===== config.mk =====
export PLATFORM = sky130hd
export DESIGN_NAME = io_port_unit
export DESIGN_NICKNAME = d
export VERILOG_FILES = /design/src/rtl/io_pkg.sv /design/src/rtl/io_fifo.sv /design/src/rtl/io_port_unit.sv
export SDC_FILE = /design/constraint.sdc
export NUM_CORES = 1
export LEC_CHECK = 0
export CORE_ASPECT_RATIO = 1.5
export CORE_MARGIN = 1.5
export CORE_UTILIZATION = 56
export CTS_CLUSTER_SIZE = 30
export DETAILED_ROUTE_END_ITERATION = 6
export PLACE_DENSITY = 0.95
export SYNTH_ARGS = -nofsm -noshare
export SYNTH_HDL_FRONTEND = slang
export SYNTH_SLANG_ARGS = --single-unit
export TNS_END_PERCENT = 100

===== constraint.sdc =====
create_clock -name clk -period 3.2 [get_ports clk]
set_input_delay 0.48 -clock clk [delete_from_list [all_inputs] [get_ports clk]]
set_output_delay 0.48 -clock clk [all_outputs]
set_load 0.03 [all_outputs]

===== src/rtl/io_pkg.sv =====
// Shared constants and types for the processor I/O port unit and its TX FIFO.
package io_pkg;

  localparam int DATA_W_DEFAULT   = 16;
  localparam int TX_DEPTH_DEFAULT = 4;

  // Bit positions inside the sticky status vector.
  localparam int STAT_TX_OVF = 1;
  localparam int STAT_RX_UDF = 0;

  typedef logic [1:0] status_t;

endpackage


===== src/rtl/io_fifo.sv =====
// Power-of-two FIFO with extra-MSB pointers; the head word is read from flops only.
module io_fifo
  import io_pkg::*;
#(
  parameter int DATA_W = DATA_W_DEFAULT,
  parameter int DEPTH  = TX_DEPTH_DEFAULT
) (
  input  logic              clk,
  input  logic              rst,
  input  logic              push,
  input  logic              pop,
  input  logic [DATA_W-1:0] wdata,
  output logic [DATA_W-1:0] rdata,
  output logic              full,
  output logic              empty
);

  localparam int AW = $clog2(DEPTH);
  localparam logic [AW:0] PTR_ONE = {{AW{1'b0}}, 1'b1};

  logic [DATA_W-1:0] mem_q [DEPTH];
  logic [AW:0]       wptr_q, wptr_d;
  logic [AW:0]       rptr_q, rptr_d;
  logic              popOk, pushOk;

  assign empty  = (wptr_q == rptr_q);
  assign full   = (wptr_q[AW] != rptr_q[AW]) && (wptr_q[AW-1:0] == rptr_q[AW-1:0]);
  assign popOk  = pop & ~empty;
  // A push into a full FIFO is only legal when the head slot is freed this cycle.
  assign pushOk = push & (~full | popOk);
  assign rdata  = mem_q[rptr_q[AW-1:0]];

  always_comb begin
    wptr_d = wptr_q;
    rptr_d = rptr_q;
    if (pushOk) wptr_d = wptr_q + PTR_ONE;
    if (popOk)  rptr_d = rptr_q + PTR_ONE;
  end

  always_ff @(posedge clk or negedge rst) begin
    if (!rst) begin
      wptr_q <= '0;
      rptr_q <= '0;
      for (int i = 0; i < DEPTH; i++) mem_q[i] <= '0;
    end else begin
      wptr_q <= wptr_d;
      rptr_q <= rptr_d;
      if (pushOk) mem_q[wptr_q[AW-1:0]] <= wdata;
    end
  end

endmodule


===== src/rtl/io_port_unit.sv =====
// Processor I/O port: buffered OUT path to a valid/ready sink, one-word IN holding
// register from a valid/ready source, and sticky overflow/underflow flags.
module io_port_unit
  import io_pkg::*;
#(
  parameter int DATA_W   = DATA_W_DEFAULT,
  parameter int TX_DEPTH = TX_DEPTH_DEFAULT
) (
  input  logic              clk,
  input  logic              rst,
  input  logic              out_wr,
  input  logic [DATA_W-1:0] out_data,
  input  logic              in_rd,
  output logic [DATA_W-1:0] in_data,
  output logic              in_valid,
  output logic              tx_valid,
  input  logic              tx_ready,
  output logic [DATA_W-1:0] tx_data,
  input  logic              rx_valid,
  output logic              rx_ready,
  input  logic [DATA_W-1:0] rx_data,
  output logic              tx_full,
  output logic [1:0]        status,
  input  logic              status_clr
);

  logic              fifoFull, fifoEmpty;
  logic              popFire, pushFire, txOverflow;
  logic              rxFire, rxUnderflow;
  logic [DATA_W-1:0] inData_q, inData_d;
  logic              inValid_q, inValid_d;
  status_t           status_q, status_d;

  assign popFire    = ~fifoEmpty & tx_ready;
  assign pushFire   = out_wr & (~fifoFull | popFire);
  assign txOverflow = out_wr & fifoFull & ~popFire;

  io_fifo #(
    .DATA_W (DATA_W),
    .DEPTH  (TX_DEPTH)
  ) u_txFifo (
    .clk   (clk),
    .rst   (rst),
    .push  (pushFire),
    .pop   (popFire),
    .wdata (out_data),
    .rdata (tx_data),
    .full  (fifoFull),
    .empty (fifoEmpty)
  );

  assign tx_valid = ~fifoEmpty;
  assign tx_full  = fifoFull;

  // The holding register may refill in the same cycle the processor consumes it.
  assign rx_ready    = ~inValid_q | in_rd;
  assign rxFire      = rx_valid & rx_ready;
  assign rxUnderflow = in_rd & ~inValid_q;

  always_comb begin
    inData_d  = inData_q;
    inValid_d = inValid_q;
    status_d  = status_q;
    if (rxFire) begin
      inData_d  = rx_data;
      inValid_d = 1'b1;
    end else if (in_rd) begin
      inValid_d = 1'b0;
    end
    // Clear first so a coincident set event takes priority.
    if (status_clr) status_d = '0;
    if (txOverflow)  status_d[STAT_TX_OVF] = 1'b1;
    if (rxUnderflow) status_d[STAT_RX_UDF] = 1'b1;
  end

  always_ff @(posedge clk or negedge rst) begin
    if (!rst) begin
      inData_q  <= '0;
      inValid_q <= 1'b0;
      status_q  <= '0;
    end else begin
      inData_q  <= inData_d;
      inValid_q <= inValid_d;
      status_q  <= status_d;
    end
  end

  assign in_data  = inData_q;
  assign in_valid = inValid_q;
  assign status   = status_q;

endmodule

# Word level (Yosys, flattened, before mapping)
# Cells that the tools add are included.
dict set report totals {
  regBits 89
  latch_bits 0
  ramBits 0
  romBits 0
  out_inout_bits 38
  wordCells 51
  mem_count 0
}
dict set report op_classes {
  addsub 2
  mul 0
  div_mod_pow 0
  order_cmp 3
  eq_ne 3
  shift 0
  mux 11
  bitwise 17
  reduce_logical 5
}
# cell n
set op_table {}
lappend op_table {{bitwise mux 64 bit} 1}
lappend op_table {{2-to-1 mux 16 bit} 3}
lappend op_table {{binary-select mux 16 bit (select 2 bit)} 1}
lappend op_table {{demux 16 bit (select 2 bit)} 1}
lappend op_table {{bitwise AND 1 bit} 8}
lappend op_table {{adder 3 x 1 -> 3 bit, second input constant} 2}
lappend op_table {{greater-or-equal comparator 3 bit, second input constant} 2}
lappend op_table {{inverter 2 -> 3 bit} 2}
lappend op_table {{nonzero test 2 bit} 3}
lappend op_table {{2-to-1 mux 1 bit} 4}
lappend op_table {{inverter 1 bit} 4}
lappend op_table {{== test 3 bit} 1}
lappend op_table {{< comparator 3 x 1 -> 1 bit, second input constant} 1}
lappend op_table {{OR 1 bit} 3}
lappend op_table {{== test 2 bit} 1}
lappend op_table {{logical AND 1 bit} 2}
lappend op_table {{2-to-1 mux 2 bit} 1}
lappend op_table {{inequality test 1 bit} 1}

# Logic depth before layout (Yosys ltp)
dict set report depth {
  word_depth 6
  depth_mapped 6
  mapped_depth_nobuf 5
}

# Cells and area by module
# A second synthesis with hierarchy kept.
dict set report hier_totals {
  cells_unflattened 245
  hier_area_um2 4140.2
}
# module instances cells_per_inst area_per_inst_um2 seq_area_each_um2
set by_module_without_submodules {}
lappend by_module_without_submodules {io_fifo 1 196 3345.7 1751.7}
lappend by_module_without_submodules {io_port_unit 1 49 794.5 475.5}

# Worst setup path after synthesis
# Ideal clock, no wire load.
dict set report synth_timing {
  path_type {flip-flop to output port}
  startpoint {register u_txFifo.rptr_q[1]}
  endpoint {output tx_full}
  arrival_time_ns 1.627
  t_required_ns 2.720
  path_slack_ns 1.093
  stages_incl_launch_ff 5
  n_path_buf 2
  path_cell_list {dfrtp_1 -> buf_2 -> xor2_1 -> buf_4 -> nor3_1}
}
dict set report synth_between {
  elab_chain_cells 2
}
# item line_no
set synth_lines {}
lappend synth_lines {{start: declaration} io_fifo.sv:23} ;# logic [AW:0] rptr_q, rptr_d;
lappend synth_lines {{start signal: assignment} io_fifo.sv:47} ;# rptr_q <= rptr_d;
lappend synth_lines {{== test 2 bit} io_fifo.sv:27} ;# assign full = (wptr_q[AW] != rptr_q[AW]) && (wptr_q[AW-1:0] == rptr_q[AW-1:0]);
lappend synth_lines {{logical AND 1 bit} io_fifo.sv:27}
lappend synth_lines {{end: declaration} io_port_unit.sv:22} ;# output logic tx_full,
# Every way passes these cells.

# Worst setup path after layout
dict set report layout_timing {
  startpoint {register u_txFifo.rptr_q[0]}
  endpoint {output tx_valid}
}
dict set report layout_between {
  elab_chain_cells 2
}
# item line_no
set layout_lines {}
lappend layout_lines {{== test 3 bit} io_fifo.sv:26} ;# assign empty = (wptr_q == rptr_q);
lappend layout_lines {{inverter 1 bit} io_port_unit.sv:52} ;# assign tx_valid = ~fifoEmpty;
lappend layout_lines {{end: declaration} io_port_unit.sv:16} ;# output logic tx_valid,
# Every way passes these cells.

==> results.json <==
{
  "synthXorXnorAreaFrac": 0.0219,
  "synth-compound-area-share": 0.0423,
  "yosys.area_share.simple": 0.0154,
  "dr.pass1.iters": 4,
  "synthMuxAreaShare": 0.322,
  "grt_start_max_net_pins": 90,
  "drive_gt1_frac": 0.397,
  "syn_area_per_cell_um2": 16.8,
  "wirelength_mm": 7.63,
  "die_w_um": 71.9,
  "start_util": 0.579,
  "gr-total-overflow": 0,
  "ioPinCount": 77,
  "finalMaxSlewViolations": 0,
  "finalHoldViolCount": 0,
  "ys.warnings.count": 0,
  "crit_path_end_kind": "output pin",
  "rr_endpoint": "u_txFifo.mem_q[42]$_DFFE_PN0P_",
  "nNetsFinal": 369,
  "synth_fp_nets": 281,
  "crit_buf_inv": 2,
  "dieArea_um2": 7650,
  "path_clk_slew_ps": 90,
  "p_per_area_nw_per_um2": 1080,
  "r2r_slack_ps": 1050,
  "finalPower_uw": 5430,
  "crit_chain": "buf_4 -> xor2_4 -> or3_1 -> clkdlybuf4s50_1",
  "antenna_found_initial": 0,
  "synthDistinctLibCells": 27,
  "cts_max_level": 3,
  "clock-sinks": 89,
  "portBuffers": 76,
  "crit_family": "buffers and inverters",
  "synth_edf_count": 0,
  "grt_pass1_vias": 2659,
  "status": "complete, no violations",
  "worstRegToRegCells": 5,
  "synthArstFlopShare": 1.00,
  "postCtsSetupRepairBufs": 0,
  "path_max_fanout": 9,
  "hpwl_mm": 5.51,
  "row_count": 37,
  "drt-wirelength-per-cell_um": 18.7,
  "path_class": "reg -> out",
  "cts_repair_resize_count": 0,
  "min_period_ps": 2860,
  "ys.flop_type": "dfrtp_1",
  "fmax_mhz": 350,
  "grt_usage": 0.220,
  "grt_pass1_wl_mm": 12.6,
  "root_buffer": "clkbuf_8",
  "core_area_um2": 6900,
  "insertedDiodeCount": 0,
  "slowest_stage": "clkdlybuf4s50_1",
  "cp_data_required_time_ps": 2720,
  "synth_seq_cells": 89,
  "cts.path.max_buffers": 2,
  "worst_pin_slew_ps": 1100,
  "viasPerCell": 5.79,
  "synth_adder_area_share": 0.0157,
  "rsz0062_at_grt": "false",
  "ir_drop_mv": 0.481,
  "p_leak_uw": 0.00209,
  "hold_buffers": 0,
  "synth_top_family_by_area": "multiplexers",
  "route.detailed.drc": 0,
  "clkLatencyLatePin_ps": 360,
  "skew_ps": 11.4,
  "netlist_instances": 237,
  "finalSetupViolCount": 0,
  "max-slew-margin-rel": 0.266,
  "r2r_start": "u_txFifo.rptr_q[0]$_DFFE_PN0P_",
  "fin_crit_sh": 0.892,
  "initialDrtViolationCount": 110,
  "crit_path_start_kind": "flop",
  "ant_nets": 0,
  "via_count": 2361,
  "cts_tree": "built",
  "synth_area_um2": 3990,
  "seq_area_frac_synth": 0.558,
  "numCtsBuffers": 9,
  "crit_path_max_incr_delay_ps": 660,
  "hold_class": "in -> async",
  "areaGrowthSynthToFinish_pct": 26.2,
  "fin_tns_setup_ps": 0,
  "die_h_um": 106,
  "maxCapViolCount": 0,
  "routabilityCongestion": 0.825,
  "worstPathArrival_ps": 2380
}
-- final cells by class --
type / instances / area [um^2]
clock buffers: 11 / 141
inverters: 5 / 18.8
repair buffers: 88 / 848
flip-flops and latches: 89 / 2230
clock inverters: 5 / 40.0
multi-input cells: 132 / 1660
fillers: 414 / 1860
well taps: 78 / 97.6
-- cells in the final DEF, fill, tap and decap left out --
cell             netlist  routed
xor2_4                 1       1
mux2_2                81      81
a32o_1                 1       1
o41ai_1                1       1
dfrtp_1               89      89
nand2_1                2       2
o311ai_0               1       1
xor2_1                 2       2
o41ai_4                4       4
clkbuf_8               0      10
nand2b_1               2       2
inv_6                  0       1
or3_1                  1       1
a22o_1                 1       1
clkinv_4               0       1
xnor2_2                1       1
buf_4                  2      13
mux2_1                 1       1
xnor2_1                3       3
o31ai_1                2       2
mux4_2                16      16
clkdlybuf4s50_1        0      75
and2_1                 4       4
clkinvlp_4             0       3
inv_1                  5       5
nor3_1                 2       2
o21a_1                 1       1
ha_1                   5       5
clkbuf_1               1       1
-- registers in the layout, indices dropped and copies added, names as in the netlist --
name and count:
in_data 16, status 2, u_txFifo.mem_q 64, u_txFifo.wptr_q 3
u_txFifo.rptr_q 3, in_valid 1
-- metrics by stage --
step	instance area (um^2)	std cells	hold slack (ps)	utilization	setup slack, ps
floorplan	3990	237	184	-	1090
global placement	4860	392	470	0.704	732
detailed placement	4860	392	483	0.704	716
CTS	5040	408	354	0.730	308
global route	5040	408	397	0.730	208
finish	5040	408	309	0.730	345
-- worst max-delay path by stage --
stage,start,end,slack [ps],depth (start not counted)
after floorplan,u_txFifo.rptr_q[1]$_DFFE_PN0P_,tx_full,1090,4
after global placement,u_txFifo.rptr_q[0]$_DFFE_PN0P_,tx_valid,730,4
after detailed placement,u_txFifo.rptr_q[0]$_DFFE_PN0P_,tx_valid,720,4
after CTS,u_txFifo.rptr_q[0]$_DFFE_PN0P_,tx_valid,310,4
after global routing,u_txFifo.rptr_q[0]$_DFFE_PN0P_,tx_valid,210,4
final,u_txFifo.rptr_q[0]$_DFFE_PN0P_,tx_valid,340,4
-- worst register-to-register path, stage by stage (launching register included) --
cell and delay [ps]:
dfrtp_1 500, buf_4 230, xor2_4 240, o41ai_4 420
buf_4 270, mux2_2 360
-- synthesized netlist by cell type (3+ instances only) --
cell type	count	share of area
and2_1	4	0.0063
buf_6	4	0.011
dfrtp_1	89	0.56
ha_1	5	0.016
inv_1	5	0.0047
mux2_2	81	0.23
mux4_2	16	0.090
o41ai_4	4	0.028
xnor2_1	3	0.0066
-- power breakdown --
part,internal (uW),leakage [uW],switching [uW]
sequential,1620,0.00105,307
combinational,1450,0.000957,1360
clock,307,0.0000822,390
total,3370,0.00209,2060
-- kinds of logic after synthesis --
group                    count (synthesis)
AO/OA/AOI/OAI                           11
XOR/XNOR                                 7
adder cells (fa/ha/maj)                  5
buffers and inverters                   16
flip-flops                              89
multiplexers                            98
AND/OR/NAND/NOR                         11
-- layer usage --
layer  share of wire  global-route usage  vias to the layer above  routed length [um]
met3           0.041              0.0540                       21                 312
li1                -                   -                     1050                   -
met1            0.37               0.246                     1212                2860
met2            0.56               0.383                       78                4260
met4           0.026               0.108                        0                 201
met5               0                   0                        -                   0
No activity file was read; power rests on OpenSTA's default activity.
